[config.mk]
export PLATFORM = sky130hd
export DESIGN_NAME = rr_arbiter
export DESIGN_NICKNAME = d
export VERILOG_FILES = /design/src/rtl/rr_arbiter.sv
export SDC_FILE = /design/constraint.sdc
export NUM_CORES = 1
export LEC_CHECK = 0
export BUFFER_PORTS_ARGS = -buffer_cell sky130_fd_sc_hd__buf_2
export CAP_MARGIN = 20
export CORE_UTILIZATION = 30
export DETAILED_ROUTE_END_ITERATION = 10
export SLEW_MARGIN = 20
export SYNTH_ARGS = -nofsm -noshare
export SYNTH_HDL_FRONTEND = slang
export SYNTH_SLANG_ARGS = --single-unit
[constraint.sdc]
create_clock -name clk -period 2.1 [get_ports clk]
set_clock_uncertainty 0.1 [all_clocks]
set_input_delay 0.105 -clock clk [delete_from_list [all_inputs] [get_ports clk]]
set_output_delay 0.105 -clock clk [all_outputs]
set_load 0.02 [all_outputs]
[src/rtl/rr_arbiter.sv]
// Four-requester round-robin arbiter with registered one-hot grant and an
// optional cap on how many consecutive cycles a single grant may be held.
//
// state    | meaning
// ---------+--------------------------------------------------------------
// ST_IDLE  | no grant held; arbitrate among req using ptr search order
// ST_GRANT | one grant held; watch owner's req and the hold counter
module rr_arbiter #(
    parameter int MAX_HOLD = 8
) (
    input  logic       clk,
    input  logic       reset,
    input  logic [3:0] req,
    output logic [3:0] gnt,
    output logic       gnt_valid,
    output logic [1:0] gnt_id,
    output logic       timeout
);

    typedef enum logic {
        ST_IDLE  = 1'b0,
        ST_GRANT = 1'b1
    } state_t;

    localparam logic [7:0] LP_HOLD_LIMIT = 8'(MAX_HOLD);
    localparam logic       LP_LIMIT_EN   = (MAX_HOLD != 0);

    state_t     r_state;
    state_t     w_state_nxt;
    logic [1:0] r_ptr;
    logic [1:0] w_ptr_nxt;
    logic [7:0] r_cnt;
    logic [7:0] w_cnt_nxt;
    logic [3:0] r_gnt;
    logic [3:0] w_gnt_nxt;
    logic       r_gnt_valid;
    logic       w_gnt_valid_nxt;
    logic [1:0] r_gnt_id;
    logic [1:0] w_gnt_id_nxt;
    logic       r_timeout;
    logic       w_timeout_nxt;

    logic       w_pick_found;
    logic [1:0] w_pick_id;
    logic       w_release;
    logic       w_limit;

    // Walk the search order from lowest to highest priority so the last hit
    // (ptr itself) wins.
    always_comb begin
        w_pick_found = 1'b0;
        w_pick_id    = r_ptr;
        for (int k = 3; k >= 0; k--) begin
            if (req[r_ptr - 2'(k)]) begin
                w_pick_found = 1'b1;
                w_pick_id    = r_ptr - 2'(k);
            end
        end
    end

    assign w_release = ~req[r_gnt_id];
    assign w_limit   = LP_LIMIT_EN && (r_cnt == LP_HOLD_LIMIT);

    always_ff @(posedge clk or posedge reset) begin
        if (reset) begin
            r_state     <= ST_IDLE;
            r_ptr       <= 2'd3;
            r_cnt       <= 8'd0;
            r_gnt       <= 4'b0000;
            r_gnt_valid <= 1'b0;
            r_gnt_id    <= 2'd0;
            r_timeout   <= 1'b0;
        end else begin
            r_state     <= w_state_nxt;
            r_ptr       <= w_ptr_nxt;
            r_cnt       <= w_cnt_nxt;
            r_gnt       <= w_gnt_nxt;
            r_gnt_valid <= w_gnt_valid_nxt;
            r_gnt_id    <= w_gnt_id_nxt;
            r_timeout   <= w_timeout_nxt;
        end
    end

    always_comb begin
        w_state_nxt     = r_state;
        w_ptr_nxt       = r_ptr;
        w_cnt_nxt       = r_cnt;
        w_gnt_nxt       = r_gnt;
        w_gnt_valid_nxt = r_gnt_valid;
        w_gnt_id_nxt    = r_gnt_id;
        w_timeout_nxt   = 1'b0;

        case (r_state)
            ST_IDLE: begin
                if (w_pick_found) begin
                    w_state_nxt     = ST_GRANT;
                    w_gnt_nxt       = 4'b0001 << w_pick_id;
                    w_gnt_valid_nxt = 1'b1;
                    w_gnt_id_nxt    = w_pick_id;
                    w_cnt_nxt       = 8'd1;
                end
            end
            ST_GRANT: begin
                if (w_release || w_limit) begin
                    // Owner drops to lowest priority; a release masks a
                    // coincident limit hit.
                    w_state_nxt     = ST_IDLE;
                    w_gnt_nxt       = 4'b0000;
                    w_gnt_valid_nxt = 1'b0;
                    w_gnt_id_nxt    = 2'd0;
                    w_cnt_nxt       = 8'd0;
                    w_ptr_nxt       = r_gnt_id - 2'd1;
                    w_timeout_nxt   = ~w_release;
                end else if (r_cnt != 8'hFF) begin
                    w_cnt_nxt = r_cnt + 8'd1;
                end
            end
            default: begin
                w_state_nxt     = ST_IDLE;
                w_gnt_nxt       = 4'b0000;
                w_gnt_valid_nxt = 1'b0;
                w_gnt_id_nxt    = 2'd0;
                w_cnt_nxt       = 8'd0;
            end
        endcase
    end

    assign gnt       = r_gnt;
    assign gnt_valid = r_gnt_valid;
    assign gnt_id    = r_gnt_id;
    assign timeout   = r_timeout;

endmodule

# Yosys cells after proc, flatten, opt, wreduce, memory -nomap -nowiden
# Index checks and enable logic that the tools add are counted.
dict set report totals {
  register_bits 19
  in_bits 6
  out_inout_bits 8
  word_cells 65
}
dict set report op_classes {
  addsub 5
  n_lt_le_gt_ge 5
  eq_ne 5
  n_shift 1
  mux 36
  bitwise 2
  reduce_logical 4
}
# cell count
set op_table {}
lappend op_table {{two-way mux 8 bit} 3}
lappend op_table {{one-hot mux 8 bit (2 select lines)} 1}
lappend op_table {{less-than comparator 2 x 3 -> 1 bit (second input constant)} 5}
lappend op_table {{two-way mux 1 bit} 15}
lappend op_table {{two-way mux 2 bit} 6}
lappend op_table {{binary-select mux 1 bit (select 2 bit)} 5}
lappend op_table {{adder 8 x 1 -> 8 bit (second input constant)} 1}
lappend op_table {{equality test 8 x 4 -> 1 bit (second input constant)} 1}
lappend op_table {{two-way mux 4 bit} 2}
lappend op_table {{!= test 8 bit (second input constant)} 1}
lappend op_table {{one-hot mux 4 bit (2 select lines)} 1}
lappend op_table {{AND reduction 2 bit} 3}
lappend op_table {{one-hot mux 1 bit (2 select lines)} 2}
lappend op_table {{one-hot mux 2 bit (2 select lines)} 1}
lappend op_table {{<< shifter 1 x 2 -> 4 bit (first input constant)} 1}
lappend op_table {{subtractor 2 x 1 -> 2 bit (second input constant)} 2}
lappend op_table {{subtractor 2 bit (second input constant)} 2}
lappend op_table {{!= test 3 x 1 -> 1 bit (second input constant)} 1}
lappend op_table {{!= test 2 x 1 -> 1 bit (second input constant)} 1}
lappend op_table {{!= test 2 bit (second input constant)} 1}
lappend op_table {{NOT 1 bit} 2}
lappend op_table {{logical OR 1 bit} 1}

# Logic depth before layout (Yosys ltp)
# Gate-level depths: netlist of the first run.
dict set report logic_depth {
  depth_word 10
  depth_mapped 6
  mapped_depth_nobuf 6
}

# Worst setup path before layout of the first run
# No wires, ideal clock.
dict set report synth_path {
  path_type {register -> register}
  start {register r_gnt_id[0] (netlist: gnt_id[0])}
  end {register r_cnt[5]}
  setup_ns 0.081
  arrival_time_ns 1.782
  required_ns 1.919
  path_slack_ns 0.136
  path_stages_with_launch 6
  n_path_buf 1
  synth_period_minus_slack_ns 1.964
  cell_sequence {dfrtp_1 buf_6 mux4_2 and4_4 or3_1 a21oi_1}
}
dict set report synth_via {
  elab_chain_len 6
  elab_cells_between_ends 8
  classes_between {eq/ne: 1; mux: 4; bitwise: 1; reduce/logical: 2}
}
# item line
set synth_rtl {}
lappend synth_rtl {{start, declared} 38} ;# logic [1:0] r_gnt_id;
lappend synth_rtl {{start signal, assigned} 79} ;# r_gnt_id <= w_gnt_id_nxt;
lappend synth_rtl {{binary-select mux 1 bit (select 2 bit) (*)} 61} ;# assign w_release = ~req[r_gnt_id];
lappend synth_rtl {{two-way mux 1 bit (implied by the code) (*)} 61}
lappend synth_rtl {{NOT 1 bit (*)} 61}
lappend synth_rtl {{logical OR 1 bit (*)} 104} ;# if (w_release || w_limit) begin
lappend synth_rtl {{two-way mux 8 bit / != test 3 x 1 -> 1 bit (equally long branches)} n/a}
lappend synth_rtl {{one-hot mux 8 bit (2 select lines) / AND reduction 2 bit (equally long branches)} n/a}
lappend synth_rtl {{end signal, assigned} 76} ;# r_cnt <= w_cnt_nxt;
lappend synth_rtl {{end, declared} 32} ;# logic [7:0] r_cnt;
# Every way passes the cells marked *; elsewhere a longest branch is shown, timed or not. The select of a mux whose other input is x is not followed.
# A chain may end at the register's enable or synchronous reset.

# Worst setup path after layout of the first run
# Same ends and word-level chain as after synthesis.

==> metrics.md, run 1 <==
| Metric | Value |
|---|---|
| Ys async rst share | 1.000 |
| Site row count | 21 |
| Synth top area cells | dfrtp_1, dfstp_2, nand2_1, a21oi_1, mux2i_1 |
| Layout overhead on the synthesized area | 15.61% |
| Setup TNS | 0 ns |
| Share of the synthesized area in the top cell type | 0.3846 |
| Port bufs | 13 |
| Chip Width | 62.72 µm |
| Min Tclk post-route | 1.995 ns |
| Simple logic cell fraction of the synthesized area | 0.2217 |
| Num ports | 14 |
| Critical Path RT | ~2.2 ns |
| Gr usage total | 0.1313 |
| Maximum vdd ir drop | between 700 and 800 µV |
| Met3 Use GR | 0.02920 |
| Post-synthesis compound-gate area fraction | 0.1787 |
| Final core occ | 0.3715 |
| Starting DRT DRC Count | 23 |
| Syn nets | between 100 and 150 |
| Reg2reg path depth | 4 |
| Hold Startpoint | req[2] |
| Maximum buffer depth of the clock tree | 2 |
| CP max stage delay | between 0.6 and 0.7 ns |
| Vias/cell | approximately 5.2 |
| Cell Pwr Density | 1270 nW/µm² |
| Synth Area per Inst | ~9.5 µm² |
| Post-DP HPWL | about 1.8 mm |
| First-pass GRT wire length | approximately 4 mm |
| Design Area, Final | ~1300 µm² |
| Die Area | just under 4000 µm² |
| Post-synthesis sequential area ratio | 0.4321 |
| Worst hold path endpoint | r_state$_DFF_PP0_ |
| Fmax | roughly 500 MHz |
| M1 GR Usage | 0.1465 |
| Cell area after synthesis | 1106 µm² |
| Number of distinct library cells after synthesis | 41 |
| Final setup viols | 0 |
| Nets | between 100 and 150 |
| CTS H-tree depth | 1 |
| Xor and xnor fraction of the mapped netlist area | 0.007919 |
| Area occupied by multi-input gates | roughly 560 µm² |
| Synth area leader | dfrtp_1 |
| RSZ-0062 raised after global routing | no |
| Share of cells above drive strength 1 | 0.2045 |
| Post-CTS Setup Inserts | 0 |
| Residual DRC | 0 |
| Later-pin clock latency in the skew report | 0.26 ns |
| WP data arrival | 2.08 ns |
| Layout fillers | 350 |
| Startpoint Class | flip-flop |
| Antenna viol nets, final | 0 |
| Yosys warning count | 0 |
| Largest family of logic cells by synthesized area | simple AND/OR/NAND/NOR gates |
| Post-Synth Adder-Cell Area | 0.02262 |
| GRT busiest layer | met2 |
| FF+latch area | 478.0 µm² |
| Hold depth | 4 |
| Slew Viols, Final | 0 |
| Via count | ~930 |
| Die Span Y | ~63 µm |
| Crit path max-delay cell type | mux4_2 |
| Max Cap Viol | 0 |
| Flop-to-flop setup slack | around 0.10 ns |
| Rel. slew slack | 0.5121 |
| TritonRoute pass-1 iters | 4 |
| GPL Wtd Cong | ~0.77 |
| Vias in the first global route | between 900 and 1,000 |
| Reg2reg start | gnt_id[0]$_DFFE_PP0P_ |
| HP Class | in -> reg |
| CTS Sinks | 19 |
| CP endpoint kind | flip-flop |
| Initial antenna violation count | 0 |
| Setup CP Type | reg -> reg |
| Post_cts resized | 0 |
| Core ar. | 3442 µm² |
| Most frequent cells in the layout | dfrtp_1, nand2_1, buf_2 |
| Inserted Clock Buffers | 3 |
| Clock root buffer | clkbuf_8 |
| Commonest non-fill, non-tap cell in the layout | dfrtp_1 |
| Final Hold Fails | 0 |
| Routed WL | 2.383 mm |
| Worst-path clk slew | ~0.070 ns |
| Slew @ Worst Pin | 0.7311 ns |
| Synth Register Bits | 19 |
| Placement Cell Area | between 1000 and 1500 µm² |
| Reg-to-Reg End | r_cnt[5]$_DFFE_PP0P_ |
| Post-synth EDFFs | 0 |
| Cell count after synthesis | approximately 120 |
| CTS tree | done |
| Total grt overflow | 0 |
| Starting Density | 0.3213 |
| Status | finished, final reports clean |
| Tcrit/Tclk final | 0.9502 |
| Leak pwr | about 0.6 nW |
| # diodes | 0 |
| Pin count of the biggest net entering global routing | 20 |
| Multiplexer share of the synthesized area | 0.07692 |
| Critical path fanouts, max | 7 |
| Drt wl/cell | roughly 13 µm |
| Post-Place Cells | around 170 |
| GRT met2 Usage | 0.2514 |
| Non-filler cells, final | between 150 and 200 |
| Worst-path cell chain | mux4_2, and4_4, or3_1, a21oi_1 |
| Ys flop type | dfrtp_1 |
==> worst max-delay path: cells and delay by family (launching register included) <==
family | cells | cell delay [ns]
AND/OR/NAND/NOR | 2 | 0.54
flip-flops | 1 | 0.52
multiplexers | 1 | 0.62
AO/OA/AOI/OAI | 1 | 0.14
==> synthesized netlist by cell type, types with 2 or more instances <==
library cell	instances
a211oi_1	2
a21oi_1	8
and2_1	3
and3_1	4
and4_1	3
clkbuf_1	2
dfrtp_1	17
dfstp_2	2
ha_1	2
inv_1	10
mux2_2	2
mux2i_1	4
nand2_1	14
nand3_1	4
nand4_1	2
nor2_1	3
nor2b_1	2
nor3_1	5
o21ai_0	2
o22ai_1	3
o32ai_1	2
==> repair_timing <==
action                                 CTS  global route
endpoints found under the hold margin   17             0
setup endpoints to repair                0             0
hold buffers                             1             0
==> stage by stage <==
| step | worst slack (ns) | power, mW | hold WS, ns |
|---|---|---|---|
| floorplan | 0.1363 | 1.147 | -0.04535 |
| global placement | 0.1679 | 1.343 | 0.1584 |
| detailed placement | 0.1400 | 1.372 | 0.1548 |
| CTS | 0.1195 | 1.634 | 0.2273 |
| global route | 0.007151 | 1.746 | 0.2501 |
| finish | 0.1047 | 1.624 | 0.2308 |
==> logic make-up (layout without fill, tap and decap cells) <==
kind of cell / count (synthesis) / in the layout
simple gates: 45 / 45
buf+inv: 15 / 31
xor+xnor: 1 / 1
compound gates: 27 / 27
flops: 19 / 19
fa+ha+maj: 2 / 2
mux: 7 / 7
==> power breakdown <==
part           switching (mW)  internal (mW)  total (mW)
clock                   0.129          0.132       0.261
sequential              0.140          0.490       0.630
combinational           0.402          0.330       0.733
==> per-layer routing <==
layer,share of wire,routed length (µm)
met4,0.0088,21
met5,0,0
met2,0.52,1248
met3,0.028,66
met1,0.44,1047
==> state kept, by name, indices dropped and copies added, names as in the netlist <==
register	cells
r_state	1
gnt	4
gnt_id	2
r_cnt	8
gnt_valid	1
timeout	1
r_ptr	2
==> worst max path at each step <==
stage / from / slack, ns / depth (start not counted) / endpoint
finish: gnt_id[0]$_DFFE_PP0P_ / 0.10 / 4 / r_cnt[5]$_DFFE_PP0P_
global placement: gnt_id[0]$_DFFE_PP0P_ / 0.17 / 4 / r_cnt[5]$_DFFE_PP0P_
floorplan: gnt_id[0]$_DFFE_PP0P_ / 0.14 / 5 / r_cnt[5]$_DFFE_PP0P_
global route: r_cnt[0]$_DFFE_PP0P_ / 0.007 / 6 / r_ptr[1]$_DFFE_PP1P_
CTS: gnt_id[0]$_DFFE_PP0P_ / 0.12 / 4 / r_cnt[5]$_DFFE_PP0P_
detailed placement: gnt_id[0]$_DFFE_PP0P_ / 0.14 / 4 / r_cnt[5]$_DFFE_PP0P_
==> cell type report <==
class	count	share of cell area
multi-input cells	82	0.4393
flip-flops and latches	19	0.3738
repair buffers	17	0.07632
well taps	46	0.04501
clock buffers	3	0.03229
inverters	10	0.02935
clock inverters	1	0.003914
No activity file was read; power rests on OpenSTA's default activity.
==> run 2: changes to the inputs <==
--- a/config.mk
+++ b/config.mk
@@ -7,9 +7,10 @@
 export LEC_CHECK = 0
 export BUFFER_PORTS_ARGS = -buffer_cell sky130_fd_sc_hd__buf_2
 export CAP_MARGIN = 20
+export CORE_ASPECT_RATIO = 0.8
 export CORE_UTILIZATION = 30
 export DETAILED_ROUTE_END_ITERATION = 10
-export SLEW_MARGIN = 20
+export SLEW_MARGIN = 0
 export SYNTH_ARGS = -nofsm -noshare
 export SYNTH_HDL_FRONTEND = slang
 export SYNTH_SLANG_ARGS = --single-unit
==> metrics.md, run 2 (synthesized netlist as in run 1, its figures left out) <==
| Metric | Value |
|---|---|
| Status | finished, final reports clean |
| Later-pin clock latency in the skew report | 0.25 ns (about the same) |
| Post-DP HPWL | 1.766 mm (-1.5%) |
| Post-Place Cells | 169 (-2.3%) |
| Placement Cell Area | 1217 µm² (-0.41%) |
| Startpoint Class | flip-flop |
| Tcrit/Tclk final | 0.9053 (-0.04485) |
| Via count | 908 (-2.6%) |
| Maximum vdd ir drop | 383.2 µV (-47%) |
| Drt wl/cell | 13.41 µm (+0.20%) |
| CP endpoint kind | flip-flop |
| Reg2reg start | r_cnt[0]$_DFFE_PP0P_ |
| Starting DRT DRC Count | 89 (+290%) |
| WP data arrival | 1.98 ns (-0.10 ns) |
| Nets | 141 (unchanged) |
| Chip Width | 69.89 µm (+11%) |
| Clock root buffer | clkbuf_8 |
| # diodes | 0 (unchanged) |
| RSZ-0062 raised after global routing | no |
| Fin Hold WS | 0.1317 ns (-0.09904 ns) |
| Non-filler cells, final | 174 (-2.2%) |
| Hold Startpoint | req[3] |
| CTS Sinks | 19 (unchanged) |
| Setup CP Type | reg -> reg |
| First-pass GRT wire length | 3.974 mm (-3.2%) |
| Largest register FFs | 8 (unchanged) |
| Hold depth | 3 (-1) |
| Most frequent cells in the layout | dfrtp_1, nand2_1, buf_2 |
| DP Worst Slack | 0.1564 ns (+0.01642 ns) |
| CTS H-tree depth | 1 (unchanged) |
| Gr usage total | 0.1263 (-0.004974) |
| Site row count | 19 (-9.5%) |
| Reg2reg path depth | 6 (+2) |
| Final setup viols | 0 (unchanged) |
| GPL Wtd Cong | 0.8228 (+6.5%) |
| Cell Pwr Density | 1260 nW/µm² (-0.73%) |
| Min Tclk post-route | 1.901 ns (-0.09418 ns) |
| Reg-to-Reg End | r_ptr[1]$_DFFE_PP1P_ |
| CP max stage delay | 0.40 ns (-0.22 ns) |
| Final worst-path setup slack | 0.1988 ns (+0.09418 ns) |
| Top Layer Used | met3 |
| Starting Density | 0.3187 (-0.002664) |
| CTS tree | done |
| Routed WL | 2.334 mm (-2.1%) |
| Total grt overflow | 0 (unchanged) |
| Critical path fanouts, max | 5 (-2) |
| FF+latch area | 478.0 µm² (unchanged) |
| Num ports | 14 (unchanged) |
| Most flops, register | r_cnt |
| Crit path max-delay cell type | dfrtp_1 |
| Pin count of the biggest net entering global routing | 20 (unchanged) |
| Max Cap Viol | 0 (unchanged) |
| PnR Total Power | 1.612 mW (-0.73%) |
| Residual DRC | 0 (unchanged) |
| Fmax | 526.0 MHz (+5.0%) |
| HP Class | in -> reg |
| Worst-path cell chain | inv_1, ha_1, nor4bb_2, nand3_1, nand2_1, mux2_2 |
| TritonRoute pass-1 iters | 4 (unchanged) |
| Commonest non-fill, non-tap cell in the layout | dfrtp_1 |
| Vias in the first global route | 829 (-12%) |
| Port bufs | 13 (unchanged) |
| Area occupied by multi-input gates | 568.0 µm² (+1.1%) |
| Setup TNS | 0 ns (unchanged) |
| Layout fillers | 350 (unchanged) |
| Die Area | 3935 µm² (about the same) |
| Critical Path RT | 2.18 ns (about the same) |
| Final core occ | 0.3684 (-0.003080) |
| Die Span Y | 56.31 µm (-10%) |
| Metal3 WL | 126 µm (+91%) |
| Final Hold Fails | 0 (unchanged) |
| Slew @ Worst Pin | 0.7037 ns (-0.02734 ns) |
| Post-CTS Setup Inserts | 0 (unchanged) |
| Met1 wire length | 1.272 mm (+21%) |
| Vias/cell | 5.218 (-0.34%) |
| Design Area, Final | 1279 µm² (unchanged) |
| CP Launch Point | r_cnt[0]$_DFFE_PP0P_ |
| Initial antenna violation count | 0 (unchanged) |
| Metal2 WL | 935 µm (-25%) |
| Layout overhead on the synthesized area | 15.61% (unchanged) |
| Antenna viol nets, final | 0 (unchanged) |
| Maximum buffer depth of the clock tree | 2 (unchanged) |
| Inserted Clock Buffers | 3 (unchanged) |
| Leak pwr | 0.5977 nW (-0.38%) |
| Flop-to-flop setup slack | 0.20 ns (+0.09 ns) |
| Slew Viols, Final | 0 (unchanged) |
| Rel. slew slack | 0.5303 (+0.01825) |
| Share of cells above drive strength 1 | 0.2045 (unchanged) |
| Worst hold path endpoint | gnt_valid$_DFFE_PP0P_ |
| Worst-path clk slew | 0.07 ns (about the same) |
| Core ar. | 3471 µm² (+0.84%) |
==> run 2: worst max-delay path by stage <==
stage	to	cells after the start
2_1_floorplan	r_cnt[5]$_DFFE_PP0P_	5
3_3_place_gp	r_ptr[1]$_DFFE_PP1P_	6
3_5_place_dp	r_ptr[1]$_DFFE_PP1P_	6
4_1_cts	r_ptr[1]$_DFFE_PP1P_	6
5_1_grt	r_ptr[1]$_DFFE_PP1P_	6
6_report	r_ptr[1]$_DFFE_PP1P_	6
==> run 2: cell type report <==
type / count / area share
Timing Repair Buffer: 17 / 0.07632
Inverter: 10 / 0.02935
Multi-Input combinational cell: 82 / 0.4442
Tap cell: 42 / 0.04110
Clock buffer: 4 / 0.03522
Sequential cell: 19 / 0.3738
==> run 2: power by group <==
group / internal [mW] / total, mW / switching [mW]
Sequential: 0.491 / 0.618 / 0.128
Combinational: 0.330 / 0.741 / 0.411
Clock: 0.135 / 0.252 / 0.118
Total: 0.955 / 1.61 / 0.656
==> run 2: timing repair <==
action | in CTS | in global routing
hold buffers | 1 | 0
setup endpoints to repair | 0 | 2
endpoints found under the hold margin | 17 | 0
resized for setup | 0 | 1
==> run 2: worst max-delay path, delay by kind of cell, from the launching register on <==
kind	cells	cell delay (ns)
fa+ha+maj	1	0.14
buf+inv	1	0.10
flops	1	0.40
mux	1	0.36
simple gates	3	0.74
==> run 2: metal layers <==
metal	up-vias	GRT usage
met2	30	0.1745
met5	-	0
met4	0	0.03714
met1	422	0.1979
li1	456	-
met3	0	0.02334
